$ cat src/rtl/pixel_stream_packer_if.sv
// rtl/pixel_stream_packer_if.sv - pixel beat input and video stream output bundle
// The packer takes the slave view; the generator/sink environment takes the master view.
interface pixel_stream_packer_if #(
  parameter int DATA_WIDTH = 32,
  parameter int RBG_SIZE   = 24
);
  logic                  in_valid;
  logic [DATA_WIDTH-1:0] in_xpixel;
  logic [DATA_WIDTH-1:0] in_ypixel;
  logic [RBG_SIZE-1:0]   in_colour;
  logic                  in_ready;
  logic [RBG_SIZE-1:0]   out_data;
  logic                  out_sof;
  logic                  out_eol;
  logic                  out_valid;
  logic                  out_ready;

  modport master (
    output in_valid, in_xpixel, in_ypixel, in_colour, out_ready,
    input  in_ready, out_data, out_sof, out_eol, out_valid
  );

  modport slave (
    input  in_valid, in_xpixel, in_ypixel, in_colour, out_ready,
    output in_ready, out_data, out_sof, out_eol, out_valid
  );
endinterface

$ cat src/rtl/pixel_stream_packer.sv
// rtl/pixel_stream_packer.sv - buffers pixel beats and re-emits them with sof/eol markers
// Also checks raster continuity and counts emitted frames.
module pixel_stream_packer #(
  parameter int DATA_WIDTH    = 32,
  parameter int RBG_SIZE      = 24,
  parameter int SCREEN_WIDTH  = 640,
  parameter int SCREEN_HEIGHT = 480,
  parameter int FIFO_DEPTH    = 4
) (
  input  logic                  clk,
  input  logic                  reset_n,
  pixel_stream_packer_if.slave  pix,
  input  logic                  clear_err,
  output logic                  overflow_err,
  output logic                  sync_err,
  output logic [15:0]           frame_count
);
  localparam int AW = $clog2(FIFO_DEPTH);
  localparam int CW = AW + 1;
  localparam int EW = RBG_SIZE + 2;

  localparam logic [CW-1:0]         DEPTH_C = CW'(FIFO_DEPTH);
  localparam logic [CW-1:0]         SLACK_C = CW'(FIFO_DEPTH - 2);
  localparam logic [CW-1:0]         CNT_ONE = CW'(1);
  localparam logic [AW-1:0]         PTR_ONE = AW'(1);
  localparam logic [DATA_WIDTH-1:0] X_LAST  = DATA_WIDTH'(SCREEN_WIDTH - 1);
  localparam logic [DATA_WIDTH-1:0] Y_LAST  = DATA_WIDTH'(SCREEN_HEIGHT - 1);
  localparam logic [DATA_WIDTH-1:0] D_ONE   = DATA_WIDTH'(1);

  logic [EW-1:0]         mem [FIFO_DEPTH];
  logic [AW-1:0]         wr_ptr;
  logic [AW-1:0]         rd_ptr;
  logic [CW-1:0]         count;
  logic [CW-1:0]         count_next;
  logic [EW-1:0]         head;
  logic [DATA_WIDTH-1:0] exp_x;
  logic [DATA_WIDTH-1:0] exp_y;
  logic                  full;
  logic                  rd_en;
  logic                  wr_en;
  logic                  drop;
  logic                  in_sof;
  logic                  in_eol;
  logic                  coord_err;

  assign head          = mem[rd_ptr];
  assign pix.out_valid = (count != '0);
  assign full          = (count == DEPTH_C);
  assign rd_en         = pix.out_valid && pix.out_ready;
  // A read in the same cycle frees the slot, so a full FIFO still accepts the write.
  assign wr_en         = pix.in_valid && (!full || rd_en);
  assign drop          = pix.in_valid && full && !rd_en;
  assign in_sof        = (pix.in_xpixel == '0) && (pix.in_ypixel == '0);
  assign in_eol        = (pix.in_xpixel == X_LAST);
  assign coord_err     = wr_en && ((pix.in_xpixel != exp_x) || (pix.in_ypixel != exp_y));

  assign pix.out_data  = pix.out_valid ? head[EW-1:2] : '0;
  assign pix.out_sof   = pix.out_valid ? head[1] : 1'b0;
  assign pix.out_eol   = pix.out_valid ? head[0] : 1'b0;

  always_comb begin
    count_next = count;
    if (wr_en && !rd_en) begin
      count_next = count + CNT_ONE;
    end else if (rd_en && !wr_en) begin
      count_next = count - CNT_ONE;
    end
  end

  always_ff @(posedge clk) begin
    if (wr_en) begin
      mem[wr_ptr] <= {pix.in_colour, in_sof, in_eol};
    end
  end

  // in_ready keeps one slot spare for the beat the generator already has in flight.
  always_ff @(posedge clk or negedge reset_n) begin
    if (!reset_n) begin
      count        <= '0;
      wr_ptr       <= '0;
      rd_ptr       <= '0;
      pix.in_ready <= 1'b0;
      frame_count  <= '0;
    end else begin
      count        <= count_next;
      pix.in_ready <= (count_next <= SLACK_C);
      if (wr_en) begin
        wr_ptr <= wr_ptr + PTR_ONE;
      end
      if (rd_en) begin
        rd_ptr <= rd_ptr + PTR_ONE;
        if (head[1]) begin
          frame_count <= frame_count + 16'd1;
        end
      end
    end
  end

  // The checker always resynchronises to the received coordinate, good or bad.
  always_ff @(posedge clk or negedge reset_n) begin
    if (!reset_n) begin
      exp_x        <= '0;
      exp_y        <= '0;
      overflow_err <= 1'b0;
      sync_err     <= 1'b0;
    end else begin
      overflow_err <= (overflow_err && !clear_err) || drop;
      sync_err     <= (sync_err && !clear_err) || coord_err;
      if (wr_en) begin
        if (pix.in_xpixel == X_LAST) begin
          exp_x <= '0;
          exp_y <= (pix.in_ypixel >= Y_LAST) ? '0 : pix.in_ypixel + D_ONE;
        end else begin
          exp_x <= pix.in_xpixel + D_ONE;
          exp_y <= pix.in_ypixel;
        end
      end
    end
  end
endmodule

$ cat src/flat_wrapper.sv
// flat-port wrapper written by rule: the top's interface ports become plain ports
module pixel_stream_packer_flat 
#(
  parameter int DATA_WIDTH    = 32,
  parameter int RBG_SIZE      = 24,
  parameter int SCREEN_WIDTH  = 640,
  parameter int SCREEN_HEIGHT = 480,
  parameter int FIFO_DEPTH    = 4
)
  (clk, reset_n, clear_err, overflow_err, sync_err, frame_count, pix_in_valid, pix_in_xpixel, pix_in_ypixel, pix_in_colour, pix_out_ready, pix_in_ready, pix_out_data, pix_out_sof, pix_out_eol, pix_out_valid);
  pixel_stream_packer_if #(.DATA_WIDTH(DATA_WIDTH), .RBG_SIZE(RBG_SIZE)) pix_i ();
  input  logic clk;
  input  logic reset_n;
  input  logic clear_err;
  output logic overflow_err;
  output logic sync_err;
  output logic [15:0] frame_count;
  input wire logic [$bits(pix_i.in_valid)-1:0] pix_in_valid;
  input wire logic [$bits(pix_i.in_xpixel)-1:0] pix_in_xpixel;
  input wire logic [$bits(pix_i.in_ypixel)-1:0] pix_in_ypixel;
  input wire logic [$bits(pix_i.in_colour)-1:0] pix_in_colour;
  input wire logic [$bits(pix_i.out_ready)-1:0] pix_out_ready;
  output wire logic [$bits(pix_i.in_ready)-1:0] pix_in_ready;
  output wire logic [$bits(pix_i.out_data)-1:0] pix_out_data;
  output wire logic [$bits(pix_i.out_sof)-1:0] pix_out_sof;
  output wire logic [$bits(pix_i.out_eol)-1:0] pix_out_eol;
  output wire logic [$bits(pix_i.out_valid)-1:0] pix_out_valid;
  assign pix_i.in_valid = pix_in_valid;
  assign pix_i.in_xpixel = pix_in_xpixel;
  assign pix_i.in_ypixel = pix_in_ypixel;
  assign pix_i.in_colour = pix_in_colour;
  assign pix_i.out_ready = pix_out_ready;
  assign pix_in_ready = pix_i.in_ready;
  assign pix_out_data = pix_i.out_data;
  assign pix_out_sof = pix_i.out_sof;
  assign pix_out_eol = pix_i.out_eol;
  assign pix_out_valid = pix_i.out_valid;
  pixel_stream_packer #(.DATA_WIDTH(DATA_WIDTH), .RBG_SIZE(RBG_SIZE), .SCREEN_WIDTH(SCREEN_WIDTH), .SCREEN_HEIGHT(SCREEN_HEIGHT), .FIFO_DEPTH(FIFO_DEPTH)) u_core (.clk(clk), .reset_n(reset_n), .pix(pix_i), .clear_err(clear_err), .overflow_err(overflow_err), .sync_err(sync_err), .frame_count(frame_count));
endmodule
$ cat config.mk
export PLATFORM = sky130hd
export DESIGN_NAME = pixel_stream_packer_flat
export DESIGN_NICKNAME = d
export VERILOG_FILES = /design/src/rtl/pixel_stream_packer_if.sv /design/src/rtl/pixel_stream_packer.sv /design/src/flat_wrapper.sv
export SDC_FILE = /design/constraint.sdc
export NUM_CORES = 1
export LEC_CHECK = 0
export BUFFER_PORTS_ARGS = -buffer_cell sky130_fd_sc_hd__buf_2
export CORE_ASPECT_RATIO = 0.7
export CORE_MARGIN = 5
export CORE_UTILIZATION = 45
export CTS_CLUSTER_SIZE = 16
export DETAILED_ROUTE_END_ITERATION = 6
export PLACE_DENSITY = 0.74
export SYNTH_ARGS = -nofsm -noshare
export SYNTH_HDL_FRONTEND = slang
export SYNTH_SLANG_ARGS = --single-unit
$ cat constraint.sdc
create_clock -name clk -period 4.9 [get_ports clk]
set_input_delay 0.49 -clock clk [delete_from_list [all_inputs] [get_ports clk]]
set_output_delay 0.49 -clock clk [all_outputs]
set_load 0.02 [all_outputs]
==> flow_summary.toml <==
[critical_path]
reg2reg_to = "u_core.exp_x[26]"
rr_startpoint = "u_core.count[0]"
startpoint = "u_core.rd_ptr[0]"
endpoint_kind = "output port"
worstPathArrival_ns = 2.40
critPathMaxFanout = 28
r2r_cells = 6
critPathKind = "flip-flop to output port"
endpoint = "pix_out_data[1]"
critPathLaunchType = "flip-flop"
rrSetupSlack_ns = 2.08
critPathRequiredTime_ns = 4.41

[cells_and_area]
layout.nets = 1023
finish.instance_area_um2 = 11000
final_common_cell = "buf_2"
drive_gt1_share_pct = 23.2
final_cell_mix = "buf_2, edfxtp_1, nand2_1"
nFillCells = 1781
syn_to_final_growth_pct = 16.1
antenna_cells = 0

[yosys]
synthMuxAreaShare_pct = 6.28
synth-compound-area-share_pct = 6.43
syn_area_um2 = 9510
synthCells = 798
synth_top_family_by_area = "simple AND/OR/NAND/NOR gates"
yosysSeqAreaShare_pct = 56.5
synthXorXnorAreaFrac_pct = 10.5
ys_types = 49
synth_fa_ha_area_share_pct = 1.58
ys_ff_latch = 194
ys_warn_count = 0
syn_area_per_cell_um2 = 11.9
synthSimpleGateAreaFrac_pct = 16.0
syn_nets = 903

[sta]
finalCritPeriodShare_pct = 59.0
period_minus_slack_ns = 2.89
worst_slew_pin_slew_ns = 1.09
slew_violations = 0
clock_skew_ns = 0.0163
rsz0062_at_grt = "false"
hold_violations = 0
fmax_mhz = 346
tns_ns = 0
slew_headroom_pct = 27.2
setup_violations = 0

[cts]
cts_resized = 0
clk_latency_ns = 0.44
clk_pin_slew_ns = 0.08
cts_sinks = 194
htreeDepth = 4
clock-root-buffer = "clkbuf_16"
numCtsBuffers = 17
holdBufCountCts = 0
post_cts_buffers = 0
cts_tree = "built"
cts_buffer_depth = 2

[global_routing]
grt_overflow_total = 0
first_global_vias = 6528
grt_pass1_wl_um = 37300
grt_max_degree = 59
antenna_found_initial = 1
track_usage_pct = 19.6

[power_and_ir_drop]
worst_ir_drop_vdd_mv = 0.280
power.density_nw_per_um2 = 486
p_leak_nw = 4.42
power_mw = 5.37

[routing]
num_vias = 6718
wirelength_um = 23500
drt_iter0_drc = 598
viasPerCell = 5.57
drcViolationCount = 0
detail-route-antenna-nets = 0
wl_per_cell_um = 19.5
first_pass_iters = 5

[placement]
dp_hpwl_um = 16900
placed_area_um2 = 10400
numPortBuffers = 138
gp_congestion = 0.868

[floorplan]
placement_rows = 44
start_util_pct = 45.8
io_pins = 139
die_area_um2 = 24200
core_um2 = 20800
fp.dieH_um = 132
die_w_um = 184

[hold_path]
min_path_type = "input port to asynchronous set/reset pin"

[run_status]
status = "completed"

[run]
max_cap_violations = 0
-- layer usage --
metal  vias up  GRT usage, %  part of all wire [%]
met5         -             0                 0.055
met1      3300          30.9                    48
met3        19          5.58                   8.3
met2       248          27.3                    42
li1       3149             -                     -
met4         2          3.61                  0.78
-- through the flow --
step | util, % | worst slack, ns | hold slack, ns | cells
2_1_floorplan | - | 2.63 | 0.194 | 798
3_3_place_gp | 50.1 | 1.75 | 0.454 | 1175
3_5_place_dp | 50.1 | 1.66 | 0.457 | 1175
4_1_cts | 53.2 | 1.95 | 0.109 | 1207
5_1_grt | 53.2 | 1.78 | 0.132 | 1207
6_report | 53.2 | 2.01 | 0.0888 | 1207
-- critical path: stages (launching register included) --
cell	delay, ns
dfrtp_2	0.98
mux4_2	0.60
and2_1	0.18
buf_2	0.16
-- how the worst min path moves through the flow --
stage | slack, ns | start | endpoint
3_5_place_dp | 0.46 | u_core.frame_count[15] | u_core.frame_count[15]
4_1_cts | 0.11 | reset_n | u_core.frame_count[5]
5_1_grt | 0.13 | reset_n | u_core.frame_count[5]
2_1_floorplan | 0.19 | reset_n | u_core.count[0]
6_report | 0.09 | reset_n | u_core.frame_count[5]
3_3_place_gp | 0.45 | u_core.frame_count[15] | u_core.frame_count[15]
-- synthesized netlist by cell type (all sizes together) --
| cell | number | share of area (%) |
|---|---|---|
| edfxtp | 104 | 33 |
| nand2 | 94 | 3.7 |
| dfrtp | 90 | 24 |
| xor2 | 86 | 7.9 |
| o21ai | 63 | 3.4 |
| nor4 | 40 | 3.0 |
| and2 | 31 | 2.0 |
| clkbuf | 30 | 1.2 |
| xnor2 | 28 | 2.6 |
| mux4 | 26 | 6.2 |
| nor2 | 26 | 1.0 |
| a21oi | 24 | 1.3 |
| nand3 | 23 | 1.2 |
| and3 | 17 | 1.1 |
| inv | 16 | 0.63 |
| nand4 | 16 | 1.2 |
| buf | 14 | 0.88 |
| ha | 12 | 1.6 |
| nor3 | 10 | 0.64 |
| a31oi | 9 | 0.59 |
| and4 | 9 | 0.86 |
| a41oi | 6 | 0.55 |
| nand3b | 3 | 0.24 |
| or3 | 3 | 0.20 |
| nand4b | 2 | 0.18 |
| nor4b | 2 | 0.18 |
| o22ai | 2 | 0.13 |
| or2 | 2 | 0.13 |
| or4 | 2 | 0.16 |
| a211oi | 1 | 0.079 |
| a21o | 1 | 0.079 |
| a2bb2oi | 1 | 0.092 |
| mux2 | 1 | 0.12 |
| nand2b | 1 | 0.066 |
| o211ai | 1 | 0.079 |
| o221ai | 1 | 0.092 |
| o31ai | 1 | 0.079 |
-- power breakdown --
group          leakage (nW)  internal [mW]  switching, mW  total (mW)
clock network         0.305          0.714          0.739        1.45
registers              2.07           2.06          0.225        2.29
logic                  2.04          0.669          0.956        1.62
-- final cells by class --
cell class | instances | area, µm² | share of cell area [%]
Inverter | 16 | 60.1 | 0.544
Sequential cell | 194 | 5380 | 48.7
Timing Repair Buffer | 145 | 746 | 6.76
Tap cell | 276 | 345 | 3.13
Clock buffer | 17 | 425 | 3.85
Multi-Input combinational cell | 544 | 3880 | 35.1
Clock inverter | 15 | 206 | 1.87
-- registers in the layout, indices dropped and copies added, names as in the netlist --
signal,count
u_core.mem,104
u_core.exp_x,32
u_core.exp_y,32
u_core.frame_count,16
u_core.count,3
u_core.rd_ptr,2
u_core.wr_ptr,2
u_core.overflow_err,1
u_core.pix.in_ready,1
u_core.sync_err,1
-- logic make-up (layout without fill, tap and decap cells) --
group	Yosys count	in the layout
and+or+nand+nor	281	281
buffers and inverters	60	193
xor gates and xnor gates	114	114
AOI/OAI and AO/OA	110	110
adders and majority gates	12	12
muxes	27	27
DFF	194	194
Power figures use the tool's default switching activity.
